<file path="config.mk">
export PLATFORM = sky130hd
export DESIGN_NAME = atctlc2axi500_burst_arb
export DESIGN_NICKNAME = d
export VERILOG_FILES = /design/src/rtl/atctlc2axi500_burst_arb.sv
export SDC_FILE = /design/constraint.sdc
export NUM_CORES = 1
export LEC_CHECK = 0
export BUFFER_PORTS_ARGS = -buffer_cell sky130_fd_sc_hd__buf_2
export CAP_MARGIN = 20
export CORE_MARGIN = 3
export CORE_UTILIZATION = 40
export CTS_BUF_LIST = sky130_fd_sc_hd__clkbuf_8
export DETAILED_ROUTE_END_ITERATION = 10
export PLACE_DENSITY = 0.8
export SYNTH_ARGS = -nofsm -noshare
export SYNTH_HDL_FRONTEND = slang
export SYNTH_SLANG_ARGS = --single-unit
</file>
<file path="constraint.sdc">
create_clock -name aclk -period 1.7 [get_ports aclk]
set_input_delay 0.085 -clock aclk [delete_from_list [all_inputs] [get_ports aclk]]
set_output_delay 0.085 -clock aclk [all_outputs]
set_load 0.005 [all_outputs]
</file>
<file path="src/rtl/atctlc2axi500_burst_arb.sv">
// Burst-locking N:1 fixed-priority arbiter with a registered output stage.
// Lowest index wins in IDLE; the winner keeps the grant until its last beat.
module atctlc2axi500_burst_arb #(
    parameter int N  = 4,
    parameter int DW = 32,
    parameter int SW = 2
) (
    input  logic            aclk,
    input  logic            areset,
    input  logic [N-1:0]    in_valid,
    input  logic [N-1:0]    in_last,
    input  logic [N*DW-1:0] in_data,
    output logic [N-1:0]    in_ready,
    output logic            out_valid,
    input  logic            out_ready,
    output logic            out_last,
    output logic [DW-1:0]   out_data,
    output logic [SW-1:0]   out_src
);

    typedef enum logic {IDLE, LOCK} state_t;

    state_t          state;
    logic [SW-1:0]   lock_idx;
    logic [SW-1:0]   sel;
    logic            have_sel;
    logic            slot_free;
    logic            grant;
    logic            accept;
    logic            sel_valid;
    logic            sel_last;
    logic [DW-1:0]   sel_data;

    assign slot_free = ~out_valid | out_ready;

    // Priority encoder: scan high to low so the lowest valid index wins.
    always_comb begin
        sel      = '0;
        have_sel = 1'b0;
        if (state == LOCK) begin
            sel      = lock_idx;
            have_sel = 1'b1;
        end else begin
            for (int i = N - 1; i >= 0; i--) begin
                if (in_valid[i]) begin
                    sel      = SW'(i);
                    have_sel = 1'b1;
                end
            end
        end
    end

    always_comb begin
        sel_valid = 1'b0;
        sel_last  = 1'b0;
        sel_data  = '0;
        for (int i = 0; i < N; i++) begin
            if (SW'(i) == sel) begin
                sel_valid = in_valid[i];
                sel_last  = in_last[i];
                sel_data  = in_data[i*DW +: DW];
            end
        end
    end

    assign grant = ~areset & have_sel & slot_free;

    always_comb begin
        in_ready = '0;
        for (int i = 0; i < N; i++) begin
            in_ready[i] = grant & (SW'(i) == sel);
        end
    end

    assign accept = grant & sel_valid;

    always_ff @(posedge aclk) begin
        if (areset) begin
            state     <= IDLE;
            lock_idx  <= '0;
            out_valid <= 1'b0;
            out_last  <= 1'b0;
            out_data  <= '0;
            out_src   <= '0;
        end else begin
            if (accept) begin
                out_valid <= 1'b1;
                out_last  <= sel_last;
                out_data  <= sel_data;
                out_src   <= sel;
            end else if (out_ready) begin
                out_valid <= 1'b0;
            end
            unique case (state)
                IDLE: begin
                    if (accept && !sel_last) begin
                        state    <= LOCK;
                        lock_idx <= sel;
                    end
                end
                LOCK: begin
                    if (accept && sel_last) begin
                        state <= IDLE;
                    end
                end
                default: state <= IDLE;
            endcase
        end
    end

`ifdef OVL_ASSERT_ON
    a_ready_onehot0: assert property (
        @(posedge aclk) disable iff (areset) $onehot0(in_ready));

    for (genvar g = 0; g < N; g++) begin : g_hold
        a_hold: assert property (
            @(posedge aclk) disable iff (areset)
            (in_valid[g] && !in_ready[g]) |=>
            (in_valid[g] && $stable(in_last[g]) &&
             $stable(in_data[g*DW +: DW])));
    end
`endif

endmodule

</file>
Word-level counts from Yosys, hierarchy flattened
Index checks and enable logic that the tools add are counted.
{"block": "word_totals", "reg_bits": 39, "wordCells": 53}
{"block": "op_classes", "eq_ne": 3, "n_mux": 27, "bitwise_logic": 11, "n_reduce_logical": 6}
{"op": "32-bit 2-to-1 mux", "count": 4}
{"op": "1-bit 2-to-1 mux", "count": 17}
{"op": "2-bit 2-to-1 mux", "count": 5}
{"op": "1-bit bitwise AND", "count": 7}
{"op": "2-bit equality test, first input constant", "count": 2}
{"op": "1-bit inverter", "count": 3}
{"op": "1-bit by 2-bit equality test with 1-bit output, first input constant", "count": 1}
{"op": "1-bit logical AND", "count": 2}
{"op": "2-bit zero test", "count": 1}
{"op": "1-bit one-hot mux with 2 select lines", "count": 1}
{"op": "2-bit AND reduction", "count": 1}
{"op": "2-bit nonzero test", "count": 1}
{"op": "1-bit zero test", "count": 1}
{"op": "1-bit OR", "count": 1}

Longest topological paths before layout
{"block": "depth", "ltp_word": 14, "mapped_depth": 9, "depth_no_buf": 5}

Least setup slack after synthesis
Ideal clock, no wire load.
{"block": "synth_path", "path_kind": "reg2reg", "from": "register state", "to": "register out_data[15]", "arrival_time_ps": 1666, "slack_ps": -97, "path_stages_with_launch": 10, "path_buffers": 4, "cell_sequence": "dfxtp_1 > buf_2 > or2_1 > o221a_2 > buf_2 > buf_2 > buf_1 > a21oi_1 > a22o_1 > o21ai_1"}
{"block": "synth_via", "elab_chain_len": 7, "word_cells_on_any_way": 17, "classes_between": "eq/ne: 3; mux: 10; bitwise: 3; reduce/logical: 1"}
{"item": "start: declaration", "line": "23", "source": "state_t state;"}
{"item": "start signal: assignment", "line": "79", "source": "state <= IDLE;"}
{"item": "start signal: assignment", "line": "97", "source": "state <= LOCK;"}
{"item": "start signal: assignment", "line": "103", "source": "state <= IDLE;"}
{"item": "2-bit 2-to-1 mux", "line": "40", "source": "if (state == LOCK) begin"}
{"item": "2-bit zero test", "line": "58", "source": "if (SW'(i) == sel) begin"}
{"item": "1-bit 2-to-1 mux (4 in a row)", "line": "58"}
{"item": "1-bit bitwise AND", "line": "75", "source": "assign accept = grant & sel_valid;"}
{"item": "end signal: assignment", "line": "89", "source": "out_data <= sel_data;"}
{"item": "end: declaration", "line": "17", "source": "output logic [DW-1:0] out_data,"}
Several ways; a longest one is shown, not always the timed one.
A chain may end at the register's enable or synchronous reset.

Worst setup path in the final report
{"block": "layout_path", "from": "register state", "to": "register out_src[0]"}
{"block": "layout_via", "elab_chain_len": 7, "word_cells_on_any_way": 13, "classes_between": "eq/ne: 3; mux: 6; bitwise: 3; reduce/logical: 1"}
{"item": "2-bit 2-to-1 mux", "line": "40"}
{"item": "2-bit zero test", "line": "58"}
{"item": "1-bit 2-to-1 mux (4 in a row)", "line": "58"}
{"item": "1-bit bitwise AND", "line": "75"}
{"item": "end signal: assignment", "line": "90", "source": "out_src <= sel;"}
{"item": "end: declaration", "line": "18", "source": "output logic [SW-1:0] out_src"}
Several ways; a longest one is shown, not always the timed one.

==> impl_metrics.py <==
metrics = {
    "outcome": {
        "status": "complete, but fails checks",
        "violations": "setup timing",
    },
    "yosys": {
        "synthDistinctLibCells": 38,
        "yosysTopAreaCellShare_pct": 28.7,
        "yosys-top-cells-count": "39 x dfxtp_1, 39 x nand2_1, 37 x mux2i_1, 33 x a21oi_1, 32 x a22o_1",
        "synth_edf_count": 0,
        "synth_nets": 467,
        "yosys.area.top_type": "dfxtp_1",
        "synth_area_leaders": "dfxtp_1 29%, mux2i_1 14%, a22o_1 10%",
        "async_reset_ff_share_pct": 0,
        "synthCells": 328,
        "yosysSeqAreaShare_pct": 28.7,
        "ys_warn_count": 0,
        "synth-seq-cells": 39,
        "synth_top_flop_cell": "dfxtp_1",
        "synth_area_mm2": 0.00272,
        "syn_avg_cell_area_um2": 8.30,
    },
    "min_path": {
        "min-delay-start": "areset",
        "hold_path.class": "in -> reg",
        "hold_depth": 2,
        "hold_path_end": "out_valid",
    },
    "run": {
        "maxCapViolCount": 0,
    },
    "worst_setup_path": {
        "required_ps": 1870,
        "rr_worst_depth": 6,
        "path_max_fanout": 7,
        "endpoint_kind": "flip-flop",
        "crit_arrival_ps": 1960,
        "rr_startpoint": "state",
        "path_class": "reg -> reg",
        "rrSetupSlack_ps": -90,
        "worstSetupStartpointType": "flip-flop",
        "reg2reg_to": "out_src[0]",
    },
    "timing": {
        "fin_ws_ps": -87.3,
        "slew_headroom_pct": 64.5,
        "min_period_over_period_pct": 105,
        "fin_crit_ps": 1790,
        "fmax_mhz": 560,
        "finalHoldViolations": 0,
        "tightestPinTransition_ps": 527,
        "hold_ws_ps": 38.5,
        "fin_skew_ps": 5.08,
        "rsz0062_at_grt": "true",
        "slew_violations": 0,
        "setup_viol": 40,
    },
    "finish": {
        "stdcell_count": 600,
        "syn_to_final_growth_pct": 63.3,
        "layout.nets": 661,
        "final_area_mm2": 0.00444,
        "layout-drive-gt1-share_pct": 54.1,
        "insertedDiodeCount": 0,
    },
    "die": {
        "dieArea_mm2": 0.00783,
        "die_width_um": 88.5,
        "initial_utilization_pct": 42.1,
        "rows": 29,
        "io_pins": 179,
        "die_y_um": 88.5,
        "core_mm2": 0.00646,
    },
    "route": {
        "wl_um": 10100,
        "routedWlPerCell_um": 16.8,
        "drt_first_pass_iters": 4,
        "drc": 0,
        "vias": 3331,
        "drt_iter0_drc": 148,
        "vias_per_cell": 5.55,
        "antenna_left": 0,
    },
    "placed_design": {
        "finalWeightedCongestion": 0.845,
        "portBuffers": 178,
        "placedCellCount": 577,
        "dp_hpwl_um": 6740,
        "postPlaceCellArea_mm2": 0.00380,
    },
    "pwr": {
        "internal_power_uw": 2220,
        "pwr-share-comb_pct": 45.0,
        "leakage_uw": 0.00209,
        "power_density_mw_per_mm2": 738,
        "power.switching_uw": 1060,
        "p_seq_share_pct": 34.7,
        "power_uw": 3280,
        "vdd_drop_max_v": 0.000409,
        "clkPwrFrac_pct": 20.4,
        "switching_share_pct": 32.3,
    },
    "clock_network": {
        "clockRootBuffer": "clkbuf_8",
        "cts_tree": "yes",
        "clkSlewWorstSetupHoldPaths_ps": 70,
        "clockBufferDepth": 2,
        "cts.sinks": 39,
        "cts_htree_levels": 2,
        "cts_buffers": 5,
        "clkLatencyLatePin_ps": 280,
    },
    "global_route": {
        "antenna_found_initial": 0,
        "overflow": 0,
        "grt_pass1_vias": 3203,
        "grtUsageTotal_pct": 23.6,
        "grt_pass1_wl_um": 14600,
        "grt_start_max_net_pins": 40,
    },
}
==> worst max-delay path by stage <==
stage | start | to | slack [ps] | cells past startpoint
floorplan | state | out_data[0] | -40 | 7
global placement | state | out_data[15] | -130 | 6
detailed placement | state | out_data[15] | -180 | 6
CTS | state | in_ready[0] | -50 | 6
global route | state | in_ready[2] | -150 | 6
finish | state | out_src[0] | -90 | 6
==> logic make-up after synthesis <==
logic type      after synthesis  synth area share [%]
compound gates              146                  39.4
simple gates                 61                  9.66
buf+inv                      44                  8.28
flops                        39                  28.7
mux                          38                  14.0
==> state kept, by name, indices dropped and copies added (netlist names) <==
| register | cells |
|---|---|
| lock_idx | 2 |
| out_last | 1 |
| out_src | 2 |
| out_valid | 1 |
| out_data | 32 |
| state | 1 |
==> critical path, stage by stage, from the launching register on <==
cell     delay (ps)
dfxtp_2         360
buf_6           140
inv_6            40
a311o_1         320
or3_4           520
buf_12          180
mux2i_1         110
==> power groups by stage <==
stage	Sequential, uW	Clock (uW)	Combinational (uW)
after global routing	1150	731	1600
after global placement	1140	0	1150
after detailed placement	1150	0	1170
final	1140	668	1470
after floorplan	1160	0	690
after CTS	1130	689	1320
==> final cells by class <==
| class | instances | area, um2 |
|---|---|---|
| well taps | 77 | 96.3 |
| fillers | 543 | 2010 |
| clock inverters | 1 | 3.75 |
| inverters | 3 | 16.3 |
| multi-input cells | 245 | 1890 |
| clock buffers | 7 | 96.3 |
| repair buffers | 228 | 1560 |
| flip-flops and latches | 39 | 782 |
==> layer usage <==
layer	GRT usage (%)	vias up	part of all wire, %
met5	0	-	0
met4	6.46	0	0.47
met3	3.45	2	6.0
met2	45.7	129	54
met1	26.6	1546	40
li1	-	1654	-
==> what timing repair did <==
| item | CTS | global route |
|---|---|---|
| hold buffers | 0 | 0 |
| buffers inserted | 4 | 3 |
| pin swaps | 15 | 24 |
| setup endpoints to repair | 43 | 42 |
| resized for setup | 32 | 36 |
| cloned | 3 | 5 |
==> cell usage in the layout, fill, tap and decap left out, types with 3 or more instances in the layout <==
cell       netlist  final
buf_4            0     27
o311ai_0        23     17
o21ai_1         24     12
o21ai_2         10     22
a22o_1          32     32
nor2_1           5      5
a21oi_1         33     23
nand2_1         39     38
nor2b_1          3      3
buf_2           12    178
buf_6            6      5
inv_1            2      3
buf_12           0      8
a21oi_2          1      9
dfxtp_1         39     38
clkbuf_16        0      5
clkbuf_8         0      7
mux2i_1         37     37
nor3_2           0      4
o311ai_1         9     14
nand3_1          3      3
bufbuf_16        0      3
==> per-stage QoR <==
stage | setup TNS [ps] | util (%) | setup slack, ps
floorplan | -471 | - | -38.3
global placement | -3630 | 58.9 | -131
detailed placement | -4990 | 58.9 | -179
CTS | -235 | 64.4 | -52.9
global route | -3850 | 68.8 | -154
finish | -1670 | 68.8 | -87.3
(Power assumes the default switching activity.)
